## config.mk

```make
export PLATFORM = sky130hd
export DESIGN_NAME = ascii_dec_loader
export DESIGN_NICKNAME = d
export VERILOG_FILES = /design/src/rtl/ascii_dec_loader.sv
export SDC_FILE = /design/constraint.sdc
export NUM_CORES = 1
export LEC_CHECK = 0
export ABC_AREA = 0
export CAP_MARGIN = 20
export CORE_AREA = 3 3 75 77
export DETAILED_ROUTE_END_ITERATION = 8
export DIE_AREA = 0 0 78 80
export GPL_TIMING_DRIVEN = 1
export PLACE_DENSITY = 0.73
export SLEW_MARGIN = 20
export SYNTH_ARGS = -nofsm -noshare
export SYNTH_HDL_FRONTEND = slang
export SYNTH_SLANG_ARGS = --single-unit
```

## constraint.sdc

```tcl
create_clock -name i_clk -period 3.8 [get_ports i_clk]
set_input_delay 0.76 -clock i_clk [delete_from_list [all_inputs] [get_ports i_clk]]
set_output_delay 0.76 -clock i_clk [all_outputs]
set_load 0.02 [all_outputs]
```

## src/rtl/ascii_dec_loader.sv

```systemverilog
// ascii_dec_loader: parses an ASCII decimal byte stream (from rxuart) into
// binary words and writes them into a bank-interleaved block RAM layout.
// Optional feature macro: ASCII_DEC_NEG_EN enables '-' prefixed numbers,
// stored as two's complement of the (clamped) magnitude.
`timescale 1ns/1ps

module ascii_dec_loader #(
   parameter  int DATA_W = 8,
   parameter  int NBANKS = 4,
   parameter  int DEPTH  = 8,
   localparam int BANK_W = $clog2(NBANKS),
   localparam int ADDR_W = $clog2(DEPTH),
   localparam int PTR_W  = BANK_W + ADDR_W
) (
   input  logic              i_clk,
   input  logic              i_reset,
   input  logic              i_wr,
   input  logic [7:0]        i_data,
   output logic              o_wr,
   output logic [NBANKS-1:0] o_bank_en,
   output logic [ADDR_W-1:0] o_addr,
   output logic [DATA_W-1:0] o_data,
   output logic [PTR_W-1:0]  o_ptr,
   output logic              o_err,
   output logic              o_ovf,
   output logic              o_wrapped
);

   // Accumulator has 4 spare bits; the product is computed 4 bits wider
   // still so the clamp compare never loses carries.
   localparam int ACC_W  = DATA_W + 4;
   localparam int PROD_W = DATA_W + 8;
   localparam logic [PROD_W-1:0] MAX_POS = (PROD_W'(1) << DATA_W) - PROD_W'(1);
`ifdef ASCII_DEC_NEG_EN
   localparam logic [PROD_W-1:0] MAX_NEG = PROD_W'(1) << (DATA_W - 1);
`endif

   typedef enum logic [1:0] {
      S_IDLE = 2'd0,
      S_NUM  = 2'd1,
`ifdef ASCII_DEC_NEG_EN
      S_NEG  = 2'd2,
`endif
      S_SKIP = 2'd3
   } state_t;

   state_t              state_reg, state_next;
   logic [ACC_W-1:0]    acc_reg, acc_next;
   logic [PTR_W-1:0]    ptr_reg, ptr_next;
   logic                err_reg, err_next;
   logic                ovf_reg, ovf_next;
   logic                wrapped_reg, wrapped_next;
   logic                wr_reg, wr_next;
   logic [NBANKS-1:0]   bank_en_reg, bank_en_next;
   logic [ADDR_W-1:0]   addr_reg, addr_next;
   logic [DATA_W-1:0]   data_reg, data_next;
`ifdef ASCII_DEC_NEG_EN
   logic                neg_reg, neg_next;
`endif

   // Character classification of the incoming byte.
   logic is_digit, is_delim, is_sync;
`ifdef ASCII_DEC_NEG_EN
   logic is_minus;
   assign is_minus = (i_data == 8'h2D);
`endif
   assign is_digit = (i_data >= 8'h30) && (i_data <= 8'h39);
   assign is_delim = (i_data == 8'h20) || (i_data == 8'h2C) || (i_data == 8'h09) ||
                     (i_data == 8'h0D) || (i_data == 8'h0A);
   assign is_sync  = (i_data == 8'h23);

   // Digit datapath: acc*10 + digit, starting from zero when not already
   // inside a number, then clamped to the sign-dependent limit.
   logic [ACC_W-1:0]  acc_base;
   logic [PROD_W-1:0] prod;
   logic [PROD_W-1:0] limit;
   logic              clamp_hit;
   logic [ACC_W-1:0]  acc_digit;
   logic [DATA_W-1:0] acc_lo;
   logic [DATA_W-1:0] word_out;

   assign acc_base = (state_reg == S_NUM) ? acc_reg : '0;
   assign prod     = PROD_W'(acc_base) * PROD_W'(10) + PROD_W'(i_data[3:0]);
`ifdef ASCII_DEC_NEG_EN
   assign limit    = ((state_reg == S_NEG) || ((state_reg == S_NUM) && neg_reg)) ? MAX_NEG : MAX_POS;
`else
   assign limit    = MAX_POS;
`endif
   assign clamp_hit = (prod > limit);
   assign acc_digit = clamp_hit ? limit[ACC_W-1:0] : prod[ACC_W-1:0];
   assign acc_lo    = acc_reg[DATA_W-1:0];
`ifdef ASCII_DEC_NEG_EN
   assign word_out  = neg_reg ? (~acc_lo + DATA_W'(1)) : acc_lo;
`else
   assign word_out  = acc_lo;
`endif

   // Next-state and output decode for one received byte.
   always_comb begin
      state_next   = state_reg;
      acc_next     = acc_reg;
      ptr_next     = ptr_reg;
      err_next     = err_reg;
      ovf_next     = ovf_reg;
      wrapped_next = wrapped_reg;
      wr_next      = 1'b0;
      bank_en_next = '0;
      addr_next    = addr_reg;
      data_next    = data_reg;
`ifdef ASCII_DEC_NEG_EN
      neg_next     = neg_reg;
`endif
      if (i_wr) begin
         if (is_sync) begin
            // Resynchronise: drop the token and restart the load at word 0.
            state_next   = S_IDLE;
            acc_next     = '0;
            ptr_next     = '0;
            err_next     = 1'b0;
            ovf_next     = 1'b0;
            wrapped_next = 1'b0;
`ifdef ASCII_DEC_NEG_EN
            neg_next     = 1'b0;
`endif
         end else begin
            case (state_reg)
               S_IDLE: begin
                  if (is_digit) begin
                     state_next = S_NUM;
                     acc_next   = acc_digit;
                     if (clamp_hit) ovf_next = 1'b1;
`ifdef ASCII_DEC_NEG_EN
                     neg_next   = 1'b0;
`endif
                  end else if (is_delim) begin
                     state_next = S_IDLE;
`ifdef ASCII_DEC_NEG_EN
                  end else if (is_minus) begin
                     state_next = S_NEG;
`endif
                  end else begin
                     err_next   = 1'b1;
                     state_next = S_SKIP;
                  end
               end
               S_NUM: begin
                  if (is_digit) begin
                     acc_next = acc_digit;
                     if (clamp_hit) ovf_next = 1'b1;
                  end else if (is_delim) begin
                     // Commit the word at the current pointer, then advance.
                     wr_next      = 1'b1;
                     bank_en_next = NBANKS'(1) << ptr_reg[BANK_W-1:0];
                     addr_next    = ptr_reg[PTR_W-1:BANK_W];
                     data_next    = word_out;
                     ptr_next     = ptr_reg + PTR_W'(1);
                     if (ptr_reg == '1) wrapped_next = 1'b1;
                     acc_next     = '0;
                     state_next   = S_IDLE;
`ifdef ASCII_DEC_NEG_EN
                     neg_next     = 1'b0;
`endif
                  end else begin
                     err_next   = 1'b1;
                     acc_next   = '0;
                     state_next = S_SKIP;
`ifdef ASCII_DEC_NEG_EN
                     neg_next   = 1'b0;
`endif
                  end
               end
`ifdef ASCII_DEC_NEG_EN
               S_NEG: begin
                  if (is_digit) begin
                     state_next = S_NUM;
                     acc_next   = acc_digit;
                     neg_next   = 1'b1;
                     if (clamp_hit) ovf_next = 1'b1;
                  end else if (is_delim) begin
                     err_next   = 1'b1;
                     state_next = S_IDLE;
                  end else begin
                     err_next   = 1'b1;
                     state_next = S_SKIP;
                  end
               end
`endif
               S_SKIP: begin
                  if (is_delim) state_next = S_IDLE;
               end
               default: begin
                  state_next = S_IDLE;
                  acc_next   = '0;
               end
            endcase
         end
      end
   end

   // State, datapath and registered write-port outputs.
   always_ff @(posedge i_clk) begin
      if (i_reset) begin
         state_reg   <= S_IDLE;
         acc_reg     <= '0;
         ptr_reg     <= '0;
         err_reg     <= 1'b0;
         ovf_reg     <= 1'b0;
         wrapped_reg <= 1'b0;
         wr_reg      <= 1'b0;
         bank_en_reg <= '0;
         addr_reg    <= '0;
         data_reg    <= '0;
`ifdef ASCII_DEC_NEG_EN
         neg_reg     <= 1'b0;
`endif
      end else begin
         state_reg   <= state_next;
         acc_reg     <= acc_next;
         ptr_reg     <= ptr_next;
         err_reg     <= err_next;
         ovf_reg     <= ovf_next;
         wrapped_reg <= wrapped_next;
         wr_reg      <= wr_next;
         bank_en_reg <= bank_en_next;
         addr_reg    <= addr_next;
         data_reg    <= data_next;
`ifdef ASCII_DEC_NEG_EN
         neg_reg     <= neg_next;
`endif
      end
   end

   assign o_wr      = wr_reg;
   assign o_bank_en = bank_en_reg;
   assign o_addr    = addr_reg;
   assign o_data    = data_reg;
   assign o_ptr     = ptr_reg;
   assign o_err     = err_reg;
   assign o_ovf     = ovf_reg;
   assign o_wrapped = wrapped_reg;

endmodule

```

==> results of run 1 <==
power by group through the flow:
stage / combinational [mW] / clock (mW) / sequential (mW)
after detailed placement: 0.0586 / 0 / 0.414
after floorplan: 0.0334 / 0 / 0.414
after CTS: 0.0589 / 0.341 / 0.405
after global routing: 0.0667 / 0.357 / 0.405
final: 0.0602 / 0.334 / 0.405
after global placement: 0.0576 / 0 / 0.414
final cells by class:
class / count / area [µm²]
Timing Repair Buffer: 43 / 408
Clock buffer: 5 / 68.8
Fill cell: 473 / 1990
Clock inverter: 3 / 45.0
Tap cell: 70 / 87.6
Multi-Input combinational cell: 252 / 1690
Inverter: 8 / 30.0
Sequential cell: 38 / 761
critical path: stages, from the launching register on:
cell       delay (ps)
dfxtp_1           430
and2b_4           280
and2_1            190
ha_1              300
ha_1              420
and3_1            190
nor4_1            360
nand3_1           130
a21oi_1           210
nor4b_2           300
a211oi_2           80
a2111oi_4         270
buf_4             210
o32ai_1            80
logic make-up (layout without fill, tap and decap cells):
logic type | after synthesis | after routing
buffers and inverters | 21 | 59
AND/OR/NAND/NOR | 126 | 126
AO/OA/AOI/OAI | 83 | 83
adder cells (fa/ha/maj) | 23 | 23
flip-flops | 38 | 38
XOR/XNOR | 20 | 20
placed cells by master (no fill, tap or decap), types with 8 or more instances in the layout:
cell	Yosys	layout
and2_1	15	15
nor2_1	23	23
clkdlybuf4s50_1	0	34
xnor2_1	15	15
a211oi_1	11	10
o21ai_0	8	8
ha_1	22	22
a21oi_1	40	39
nand3_1	11	11
nand2_1	36	36
buf_4	0	9
dfxtp_1	38	38
and3_1	10	10
inv_1	8	8
worst max-delay path by stage:
stage                               from  depth (start not counted)                 endpoint
6_report       state_reg[1]$_SDFFE_PP0P_                         13       o_ovf$_SDFFE_PP0P_
5_1_grt        state_reg[1]$_SDFFE_PP0P_                         13       o_ovf$_SDFFE_PP0P_
4_1_cts        state_reg[1]$_SDFFE_PP0P_                         13       o_ovf$_SDFFE_PP0P_
3_5_place_dp   state_reg[1]$_SDFFE_PP0P_                         13       o_ovf$_SDFFE_PP0P_
3_3_place_gp   state_reg[1]$_SDFFE_PP0P_                         13       o_ovf$_SDFFE_PP0P_
2_1_floorplan  state_reg[1]$_SDFFE_PP0P_                         14  acc_reg[0]$_SDFFE_PP0P_
routing by layer:
metal / vias to the layer above / routed length, µm / track usage (%)
met4: 0 / 71 / 3.85
met2: 52 / 2770 / 33.2
li1: 1184 / - / -
met1: 1085 / 2640 / 23.2
met3: 10 / 197 / 4.29
met5: - / 0 / 0
what timing repair did:
action,in CTS,in global routing
setup buffers,0,3
gates resized for setup,0,7
setup endpoints to repair,0,9
==> impl_metrics.yaml, run 1 <==
power:
  clockPowerShare_pct: 41.8
  total_power_mw: 0.799
  powerDensity_mw_per_mm2: 259
  p_leak_nw: 1.21
  vdd_ir_drop_max_mv: 0.262
  seq_power_share_pct: 50.7
  power.internal_mw: 0.621
  pwr-share-comb_pct: 7.5
  switching_share_pct: 22.3
  p_sw_mw: 0.178
final_layout:
  drive_gt1_share_pct: 9.46
  diodes: 0
  largest_register_ffs: 12
  area_delta_synth_final_pct: 23.6
  final_cells: 419
  num-nets-final: 382
  fin_util_pct: 60.8
  fin_area_mm2: 0.00309
yosys:
  async_reset_ff_share_pct: 0
  synthAdderAreaFrac_pct: 11.8
  ys_seq_area_share_pct: 30.5
  syn-cell-area_mm2: 0.00250
  synthSimpleGateAreaFrac_pct: 25.7
  synth_compound_area_share_pct: 21.6
  post_synth.cell_area_avg_um2: 8.03
  ys_ff_latch: 38
  synth_top_family_by_area: "simple AND/OR/NAND/NOR gates"
  yosysMostFrequentCell: "a21oi_1"
  netlist.area_leader.share_pct: 30.5
  yosys_warnings: 0
  synth_xor_area_share_pct: 7.01
  synth-edff-count: 0
  synth_cells: 311
  yosys.area.top_type: "dfxtp_1"
  synth_area_leaders: "dfxtp_1, ha_1, a21oi_1"
  ys_types: 48
  ys.flop_type: "dfxtp_1"
  synthMuxAreaShare_pct: 0
  syn_nets: 345
  synth_common_cells: "a21oi_1, dfxtp_1, nand2_1"
setup_path:
  reg2reg_depth: 13
  worstReg2RegStart: "state_reg[1]$_SDFFE_PP0P_"
  crit_fanout: 17
  arrival_ps: 3740
  critical_path_class: "register to register"
  start_kind: "register"
  rrSetupSlack_ps: 220
  cp.required_ps: 3960
  r2r_end: "o_ovf$_SDFFE_PP0P_"
  end_kind: "register"
placed_design:
  port_buffers: 34
  dp.cells: 408
  pre_cts_ws_ps: 72.0
  dp_hpwl_mm: 4.31
  gp_congestion: 0.852
  placed_area_mm2: 0.00292
timing:
  report.final.slew_viol_count: 0
  finalSetupTns_ps: 0
  setup-violations-final: 0
  worst_slack_ps: 216
  worst-slew-pin-transition_ps: 1100
  max_clock_freq_mhz: 279
  clock_skew_ps: 5.76
  min_period_over_period_pct: 94.3
  hold_violations: 0
  fin_hold_ws_ps: 454
  rsz0062_at_grt: "false"
  finalCriticalPeriod_ps: 3580
  worst_slew_margin_rel_pct: 26.0
detailed_routing:
  drtIter0Drc: 130
  drt_wl_total_mm: 5.68
  ant_nets: 0
  wire_per_inst_um: 13.6
  viasPerCell: 5.56
  vias: 2331
  drc: 0
  firstDrtPassIters: 4
clock_tree:
  cts_buffers: 5
  clockBufferDepth: 2
  clock_latency_ps: 280
  cts_tree: "built"
  clkTransAtPathRegs_ps: 70
  cts_max_level: 2
  root_buffer: "clkbuf_8"
  hold_buffers: 0
  numClockSinks: 38
flow_run:
  maxCapViolCount: 0
die:
  core_mm2: 0.00507
  fp.dieW_um: 78
  ios: 35
  dieArea_mm2: 0.00624
  initial_core_util_pct: 49.2
  num_rows: 26
  die_height_um: 80
global_routing:
  grt_max_degree: 21
  antenna_found_initial: 0
  grt_pass1_wl_mm: 9.65
  grt_pass1_vias: 2170
  grt_overflow_total: 0
  grt.total_usage_pct: 18.7
min_path:
  worstHoldPathType: "register to register"
  holdPathEnd: "o_data[1]$_SDFFE_PP0P_"
  hold_path_depth: 2
  holdCritStartpoint: "o_data[1]$_SDFFE_PP0P_"
run_status:
  status: "finished clean"
No activity file was read; power rests on OpenSTA's default activity.
==> run 2: changes to the inputs <==
--- a/config.mk
+++ b/config.mk
@@ -8,6 +8,7 @@
 export ABC_AREA = 0
 export CAP_MARGIN = 20
 export CORE_AREA = 3 3 75 77
+export CTS_CLUSTER_SIZE = 16
 export DETAILED_ROUTE_END_ITERATION = 8
 export DIE_AREA = 0 0 78 80
 export GPL_TIMING_DRIVEN = 1
==> results of run 2 <==
Same layout as run 1: the final DEF is identical, and so are final timing and power.
==> run 3: changes to the inputs <==
--- a/config.mk
+++ b/config.mk
@@ -11,8 +11,8 @@
 export CTS_CLUSTER_SIZE = 16
 export DETAILED_ROUTE_END_ITERATION = 8
 export DIE_AREA = 0 0 78 80
-export GPL_TIMING_DRIVEN = 1
-export PLACE_DENSITY = 0.73
+export GPL_TIMING_DRIVEN = 0
+export PLACE_DENSITY = 0.75
 export SLEW_MARGIN = 20
 export SYNTH_ARGS = -nofsm -noshare
 export SYNTH_HDL_FRONTEND = slang
==> constraint.sdc (replaced) <==
create_clock -name i_clk -period 3.2 [get_ports i_clk]
set_input_delay 0.64 -clock i_clk [delete_from_list [all_inputs] [get_ports i_clk]]
set_output_delay 0.64 -clock i_clk [all_outputs]
set_load 0.02 [all_outputs]
==> impl_metrics.yaml, run 3 (synthesized netlist as in run 1, its figures left out) <==
final_layout:
  layout_common_cells: "a21oi_1, dfxtp_1, nand2_1"
  mostFrequentLayoutCell: "a21oi_1"
  drive_gt1_share_pct: 25.9
  final_cells: 440
  fin_area_mm2: 0.00354
  num-nets-final: 404
  diodes: 0
  largest_register_ffs: 12
  area_delta_synth_final_pct: 41.7
  fin_util_pct: 69.7
detailed_routing:
  viasPerCell: 5.62
  drt_wl_total_mm: 6.79
  wire_per_inst_um: 15.4
  ant_nets: 0
  firstDrtPassIters: 4
  vias: 2471
  drtIter0Drc: 115
  drc: 0
setup_path:
  end_kind: "register"
  worstReg2RegStart: "state_reg[1]$_SDFFE_PP0P_"
  crit_start: "state_reg[1]$_SDFFE_PP0P_"
  crit_fanout: 7
  rrSetupSlack_ps: -250
  cp.required_ps: 3340
  start_kind: "register"
  endpoint: "acc_reg[4]$_SDFFE_PP0P_"
  critical_path_class: "register to register"
  max_stage_delay_ps: 360
  arrival_ps: 3590
  reg2reg_depth: 15
  r2r_end: "acc_reg[4]$_SDFFE_PP0P_"
  slowest_stage: "dfxtp_4"
  path_cells: "and2b_4 -> buf_8 -> and2_4 -> ha_4 -> ha_4 -> o211ai_1 -> or2_2 -> a31oi_4 -> a21oi_2 -> buf_4 -> nor2b_2 -> a211oi_4 -> a2111oi_4 -> buf_4 -> a211oi_2"
global_routing:
  antenna_found_initial: 0
  grt_pass1_vias: 2421
  grt.total_usage_pct: 21.8
  grt_max_degree: 12
  grt_overflow_total: 0
  grt_pass1_wl_mm: 11.0
run_status:
  status: "finished with violations"
  violations: "negative setup slack"
placed_design:
  dp.cells: 415
  dp_hpwl_mm: 4.71
  gp_congestion: 0.835
  placed_area_mm2: 0.00310
  port_buffers: 34
timing:
  finalCriticalPeriod_ps: 3450
  min_period_over_period_pct: 108
  clock_skew_ps: 5.58
  worst_slack_ps: -251
  hold_violations: 0
  rsz0062_at_grt: "true"
  setup-violations-final: 9
  worst_slew_margin_rel_pct: 49.5
  max_clock_freq_mhz: 290
  worst-slew-pin-transition_ps: 752
  report.final.slew_viol_count: 0
clock_tree:
  cts_tree: "built"
  numClockSinks: 38
  clkTransAtPathRegs_ps: 70
  clock_latency_ps: 280
  root_buffer: "clkbuf_8"
  cts_buffers: 5
  cts_max_level: 2
  clockBufferDepth: 2
min_path:
  worstHoldPathType: "register to register"
power:
  p_leak_nw: 1.29
  vdd_ir_drop_max_mv: 0.286
  powerDensity_mw_per_mm2: 246
  total_power_mw: 0.871
die:
  num_rows: 26
  initial_core_util_pct: 49.2
  ios: 35
  dieArea_mm2: 0.00624
  core_mm2: 0.00507
  die_height_um: 80
  fp.dieW_um: 78
flow_run:
  maxCapViolCount: 0
run 3: changes by cell type in the layout (fill, tap and decap cells not counted), moves of 3 or more:
cell      before  now
ha_1          22   10
ha_4           0   10
a211oi_1      10    1
and2_1        15    7
and2_4         0    8
buf_4          9   17
a211oi_2       2    9
clkbuf_1       0    5
buf_2          0    4
buf_6          0    3
nor2_1        23   20
nor2_2         0    3
run 3: layer usage:
layer	wire length, µm	up-vias	track usage (%)
met4	81	0	5.59
met3	249	11	3.39
met5	0	-	0
li1	-	1227	-
met1	2960	1185	26.5
met2	3500	48	40.1
run 3: worst min path at each step:
stage | startpoint | to | slack (ps) | depth (start not counted)
4_1_cts | o_addr[2]$_SDFFE_PP0P_ | o_addr[2]$_SDFFE_PP0P_ | 460 | 2
5_1_grt | o_addr[2]$_SDFFE_PP0P_ | o_addr[2]$_SDFFE_PP0P_ | 480 | 2
3_5_place_dp | acc_reg[10]$_SDFFE_PP0P_ | acc_reg[10]$_SDFFE_PP0P_ | 450 | 1
3_3_place_gp | acc_reg[11]$_SDFFE_PP0P_ | acc_reg[11]$_SDFFE_PP0P_ | 440 | 1
6_report | o_addr[1]$_SDFFE_PP0P_ | o_addr[1]$_SDFFE_PP0P_ | 460 | 2
2_1_floorplan | acc_reg[10]$_SDFFE_PP0P_ | acc_reg[10]$_SDFFE_PP0P_ | 420 | 1
run 3: power breakdown:
part | switching [mW] | internal, mW
combinational | 0.0521 | 0.0403
sequential | 0.00394 | 0.477
clock | 0.152 | 0.146
total | 0.208 | 0.663
run 3: cell type report:
type                            instances  area (µm²)
Multi-Input combinational cell        252        2010
Fill cell                             403        1540
Sequential cell                        38         764
Timing Repair Buffer                   55         503
Tap cell                               70        87.6
Clock buffer                            5        68.8
Buffer                                 10        60.1
Inverter                                8        30.0
Clock inverter                          2        10.0
run 3: worst max-delay path, delay by kind of cell, from the launching register on:
kind / cells / cell delay, ps
AO/OA/AOI/OAI: 6 / 950
adder cells (fa/ha/maj): 2 / 520
buffers and inverters: 3 / 490
flip-flops: 1 / 360
AND/OR/NAND/NOR: 4 / 990
run 3: repair_timing:
action                                  4_1_cts  5_1_grt
pin swaps                                    20       25
resized for setup                            23       23
hold buffers                                  0        0
endpoints found under the setup margin        9        9
buffers inserted                             12        7
gates cloned                                  3        0
run 3: stage by stage:
stage	TNS [ps]	setup WS (ps)	hold WS, ps
global route	-3050	-360	481
CTS	-1520	-192	457
global placement	-3940	-442	436
detailed placement	-4620	-522	447
floorplan	0	9.21	421
finish	-2140	-251	458
==> patch 1, RTL diff (flow settings as in run 2) <==
Set the parameter `NBANKS` to 8 (it was 4).
--- a/src/rtl/ascii_dec_loader.sv
+++ b/src/rtl/ascii_dec_loader.sv
@@ -7,5 +7,5 @@
 module ascii_dec_loader #(
    parameter  int DATA_W = 8,
-   parameter  int NBANKS = 4,
+   parameter  int NBANKS = 8,
    parameter  int DEPTH  = 8,
    localparam int BANK_W = $clog2(NBANKS),
Interface: changed (resized o_bank_en and o_ptr); port bits go from 35 to 40. The function was not compared with the original's and may differ.
==> patch 1 against run 2 <==
  * Sequential share of layout area rose by 0.28 points
  * Worst setup slack got worse by 6.0 ps
  * Total power up 0.88%
  * Routed wire length grew 16%
  * Count of clock-buffer cells in the layout unchanged
  * Sequential cell count up 5
  * Die area unchanged
  * Area after synthesis up 13%
  * Synthesized cell count grew 6.8%
  * Critical path depth rose by 2
  * Global-route usage rose by 3.6 points
  * Design area increased by 12%
  * Non-clock buffer count increased by 9
  * Largest cell class unchanged
==> patch 1: results (changes against run 2) <==
| Metric | This run | Unit | Change |
| --- | --- | --- | --- |
| Cells on worst reg2reg path | 15 | - | was 13 |
| Distinct cells, synth | 53 | - | was 48 |
| Cells taking the most area after synthesis | sky130_fd_sc_hd__dfxtp_1 (31%), sky130_fd_sc_hd__ha_1 (11%), sky130_fd_sc_hd__nor2_1 (5.3%) | - | was sky130_fd_sc_hd__dfxtp_1 (30%), sky130_fd_sc_hd__ha_1 (11%), sky130_fd_sc_hd__a21oi_1 (8.0%) |
| Yosys warns | 0 | - | unchanged |
| Vias per Instance | 5.69 | - | was 5.56 |
| Tightest slew margin relative to the limit | 27.8 | % | was 26.0% |
| Destination of the worst register-to-register timing path | acc_reg[3] | - | was o_ovf |
| Hpwl dp | 5.05 | mm | was 4.31 mm |
| Antenna cell count | 0 | - | unchanged |
| Worst slack, placed | -24.2 | ps | was 72.0 ps |
| Largest net degree at the start of global routing | 22 | - | was 21 |
| Port-buffer cells | 39 | - | was 34 |
| Hold path cells | 2 | - | unchanged |
| Number of nets produced by synthesis | 368 | - | was 345 |
| GRT Util Overall | 22.3 | % | was 18.7% |
| Routed length per placed instance | 14.8 | um | was 13.6 um |
| IR Drop Worst-Case VDD | 0.171 | mV | was 0.262 mV |
| Max stage delay on crit path | 470 | ps | was 430 ps |
| Clock transition time at the flip-flop clock pins of the worst setup and hold paths | 70 | ps | about the same |
| Worst Skew | 7.71 | ps | was 5.76 ps |
| Routability congestion estimate | 0.860 | - | was 0.852 |
| Via count of the first global-routing pass | 2,438 | - | was 2,170 |
| Initial DRC Count | 155 | - | was 130 |
| Start point of the worst min-delay path | o_ovf | - | was o_data[1] |
| Top post-synthesis cells by count | sky130_fd_sc_hd__dfxtp_1 (43), sky130_fd_sc_hd__nor2_1 (40), sky130_fd_sc_hd__ha_1 (24) | - | was sky130_fd_sc_hd__a21oi_1 (40), sky130_fd_sc_hd__dfxtp_1 (38), sky130_fd_sc_hd__nand2_1 (36) |
| Clock latency at the later pin of the worst-skew pair | 290 | ps |  |
| Global-route wire length before repair | 11.3 | mm | was 9.65 mm |
| Share of final-layout standard cells stronger than drive strength 1 | 9.87 | % | was 9.46% |
| Share of the yosys chip area belonging to registers | 30.6 | % | was 30.5% |
| Standby leakage power | 0.00147 | uW | was 0.00121 uW |
| Most common flop cell mapped by yosys | sky130_fd_sc_hd__dfxtp_1 | - | unchanged |
| Critical-path cell with the highest stage delay | sky130_fd_sc_hd__nor4_1 | - | was sky130_fd_sc_hd__dfxtp_1 |
| Critical Path Start Type | flip-flop | - | unchanged |
| Sink of the worst hold path | o_ovf | - | was o_data[1] |
| Number of antenna violations at the first check in global routing | 0 | - | unchanged |
| Max Fanout on Critical Path | 9 | - | was 17 |
| Data arrival at the endpoint of the critical path | 3750 | ps | was 3740 ps |
| Status | finished, final reports clean | - | unchanged |
| Final-stage net count | 410 | - | was 382 |
-- patch 1: stage by stage --
stage	setup TNS, ps	utilization [%]	area, um2	hold slack [ps]	std cells
after floorplan	0	-	2810	421	332
after global placement	0	65.3	3320	435	436
after detailed placement	-122	65.3	3320	443	436
after CTS	0	67.0	3400	462	444
after global routing	0	68.1	3450	479	445
final	0	68.1	3450	461	445
-- patch 1: what timing repair did --
| action | CTS | global route |
|---|---|---|
| buffers inserted | 0 | 1 |
| endpoints found under the setup margin | 9 | 9 |
| pin swaps | 0 | 2 |
| resized for setup | 1 | 11 |
-- patch 1: worst max-delay path by stage --
stage	from	endpoint	slack (ps)	cells after the start
2_1_floorplan	state_reg[0]	acc_reg[7]	110	15
3_5_place_dp	state_reg[0]	acc_reg[3]	-20	15
3_3_place_gp	state_reg[0]	acc_reg[2]	40	15
6_report	state_reg[1]	acc_reg[3]	210	15
4_1_cts	state_reg[0]	acc_reg[3]	120	15
5_1_grt	state_reg[1]	acc_reg[6]	10	14
-- patch 1: logic make-up (layout without fill, tap and decap cells) --
logic type | count (synthesis) | after routing | share of synthesized area [%]
compound gates | 70 | 70 | 17.1
xor+xnor | 21 | 21 | 6.54
fa+ha+maj | 25 | 25 | 11.4
mux | 12 | 12 | 4.27
buf+inv | 24 | 67 | 3.29
simple gates | 137 | 137 | 26.8
flops | 43 | 43 | 30.6
-- patch 1: power by group --
part,leakage (uW),switching (uW),total [uW],internal (uW)
registers,0.000347,2.38,456,453
logic,0.00108,41.2,71.2,30.0
clock network,0.0000477,153,279,126
total,0.00147,197,806,609
-- patch 1: per-layer routing --
metal	vias up	share of wire (%)	track usage (%)
met3	4	3.1	3.84
met5	-	0	0
li1	1273	-	-
met1	1203	48	29.2
met2	50	48	38.0
met4	0	0.67	5.77
-- patch 1: cell type report --
type                    instances  area (um2)
fillers                       452        1620
clock inverters                 3        15.0
flip-flops and latches         43         861
well taps                      70        87.6
inverters                       7        26.3
multi-input cells             265        1910
repair buffers                 52         488
clock buffers                   5        68.8
-- patch 1: critical path, delay by kind of cell (launching register included) --
family                   cells  cell delay [ps]
AND/OR/NAND/NOR              8             1480
adder cells (fa/ha/maj)      2              620
buffers and inverters        3              550
AO/OA/AOI/OAI                2              450
flip-flops                   1              380
==> patch 2, RTL diff (config.mk and constraints of run 2) <==
Without the edit above. Remove the register `wr_reg`: a continuous assignment takes its place, so the output `o_wr` follows one clock earlier.
--- a/src/rtl/ascii_dec_loader.sv
+++ b/src/rtl/ascii_dec_loader.sv
@@ -207,5 +207,4 @@
          ovf_reg     <= 1'b0;
          wrapped_reg <= 1'b0;
-         wr_reg      <= 1'b0;
          bank_en_reg <= '0;
          addr_reg    <= '0;
@@ -221,5 +220,4 @@
          ovf_reg     <= ovf_next;
          wrapped_reg <= wrapped_next;
-         wr_reg      <= wr_next;
          bank_en_reg <= bank_en_next;
          addr_reg    <= addr_next;
@@ -230,4 +228,6 @@
       end
    end
+
+   assign wr_reg = wr_next;
 
    assign o_wr      = wr_reg;
Function: changed (a bounded check fails within 4 cycles, from zero or initial values and one cycle with i_reset high).
==> patch 2 against run 2 <==
  * First-iteration DRC count grew 9.2%
  * Sequential cell count shrank 1
  * Design area grew 8.9%
  * Area after synthesis grew 9.3%
  * Total power grew 9.3%
  * Maximum frequency grew 0.62%
  * Worst setup slack gained 22 ps
  * Core utilization grew 5.4 points
  * Routed wire length grew 17%
==> patch 2: results (changes against run 2) <==
| Metric | This run | Unit | Change |
| --- | --- | --- | --- |
| DRT met1 WL | 3.17 | mm | was 2.64 mm |
| Final critical-path required period | 3560 | ps | was 3580 ps |
| Fraction of met2 tracks used by global routing | 37.2 | % | was 33.2% |
| Global-route wire length before repair | 11.2 | mm | was 9.65 mm |
| Data arrival at the endpoint of the critical path | 3720 | ps | was 3740 ps |
| Status | finished, final reports clean | - | unchanged |
| Clock group power | 412 | uW | was 334 uW |
| Number of cells in the design after placement | 438 | - | was 408 |
| Max Fanout on Critical Path | 12 | - | was 17 |
| Largest net degree at the start of global routing | 24 | - | was 21 |
| Cells on worst reg2reg path | 12 | - | was 13 |
| Initial DRC Count | 142 | - | was 130 |
| Worst Skew | 11.1 | ps | was 5.76 ps |
| Wire length on met3 | 213 | um | was 197 um |
| Fillcell total | 463 | - | was 473 |
| Total wirelength of the detailed-routed design | 6.62 | mm | was 5.68 mm |
| Share of the yosys chip area belonging to registers | 27.1 | % | was 30.5% |
| Routed wl met2 | 3.16 | mm | was 2.77 mm |
| Vias per Instance | 5.82 | - | was 5.56 |
| Worst Tran Pin Value | 885 | ps | was 1100 ps |
| Met1 usage in global routing | 29.0 | % | was 23.2% |
| IR Drop Worst-Case VDD | 0.174 | mV | was 0.262 mV |
| Final Total Pwr | 873 | uW | was 799 uW |
| Cells taking the most area after synthesis | sky130_fd_sc_hd__dfxtp_1 (27%), sky130_fd_sc_hd__ha_1 (10%), sky130_fd_sc_hd__a21oi_1 (6.8%) | - | was sky130_fd_sc_hd__dfxtp_1 (30%), sky130_fd_sc_hd__ha_1 (11%), sky130_fd_sc_hd__a21oi_1 (8.0%) |
| GR met3 Demand/Resource | 3.72 | % | was 4.29% |
| Total vias in the final route | 2,594 | - | was 2,331 |
| Max stage delay on crit path | 550 | ps | was 430 ps |
| Standby leakage power | 0.00142 | uW | was 0.00121 uW |
| Share of final-layout standard cells stronger than drive strength 1 | 13.6 | % | was 9.46% |
## patch 2: logic make-up (layout without fill, tap and decap cells)
kind of cell	count (synthesis)	in the layout	share of synthesized area [%]
simple gates	125	125	24.3
xor+xnor	12	12	3.85
fa+ha+maj	23	23	10.8
compound gates	106	106	27.9
mux	4	4	1.47
flops	37	37	27.1
buf+inv	22	69	4.54
## patch 2: final cells by class
class	instances	area (um2)	share of cell area (%)
flip-flops and latches	37	741	22.0
inverters	7	26.3	0.782
well taps	70	87.6	2.61
clock inverters	3	68.8	2.05
clock buffers	5	68.8	2.05
multi-input cells	270	1860	55.5
repair buffers	54	505	15.0
## patch 2: worst min path at each step
stage,startpoint,to,slack (ps),cells after the start
detailed placement,acc_reg[10],acc_reg[10],440,1
finish,o_data[6],o_data[6],460,2
global route,o_data[4],o_data[4],480,2
floorplan,acc_reg[10],acc_reg[10],420,1
CTS,o_data[6],o_data[6],460,2
global placement,acc_reg[11],acc_reg[11],430,1
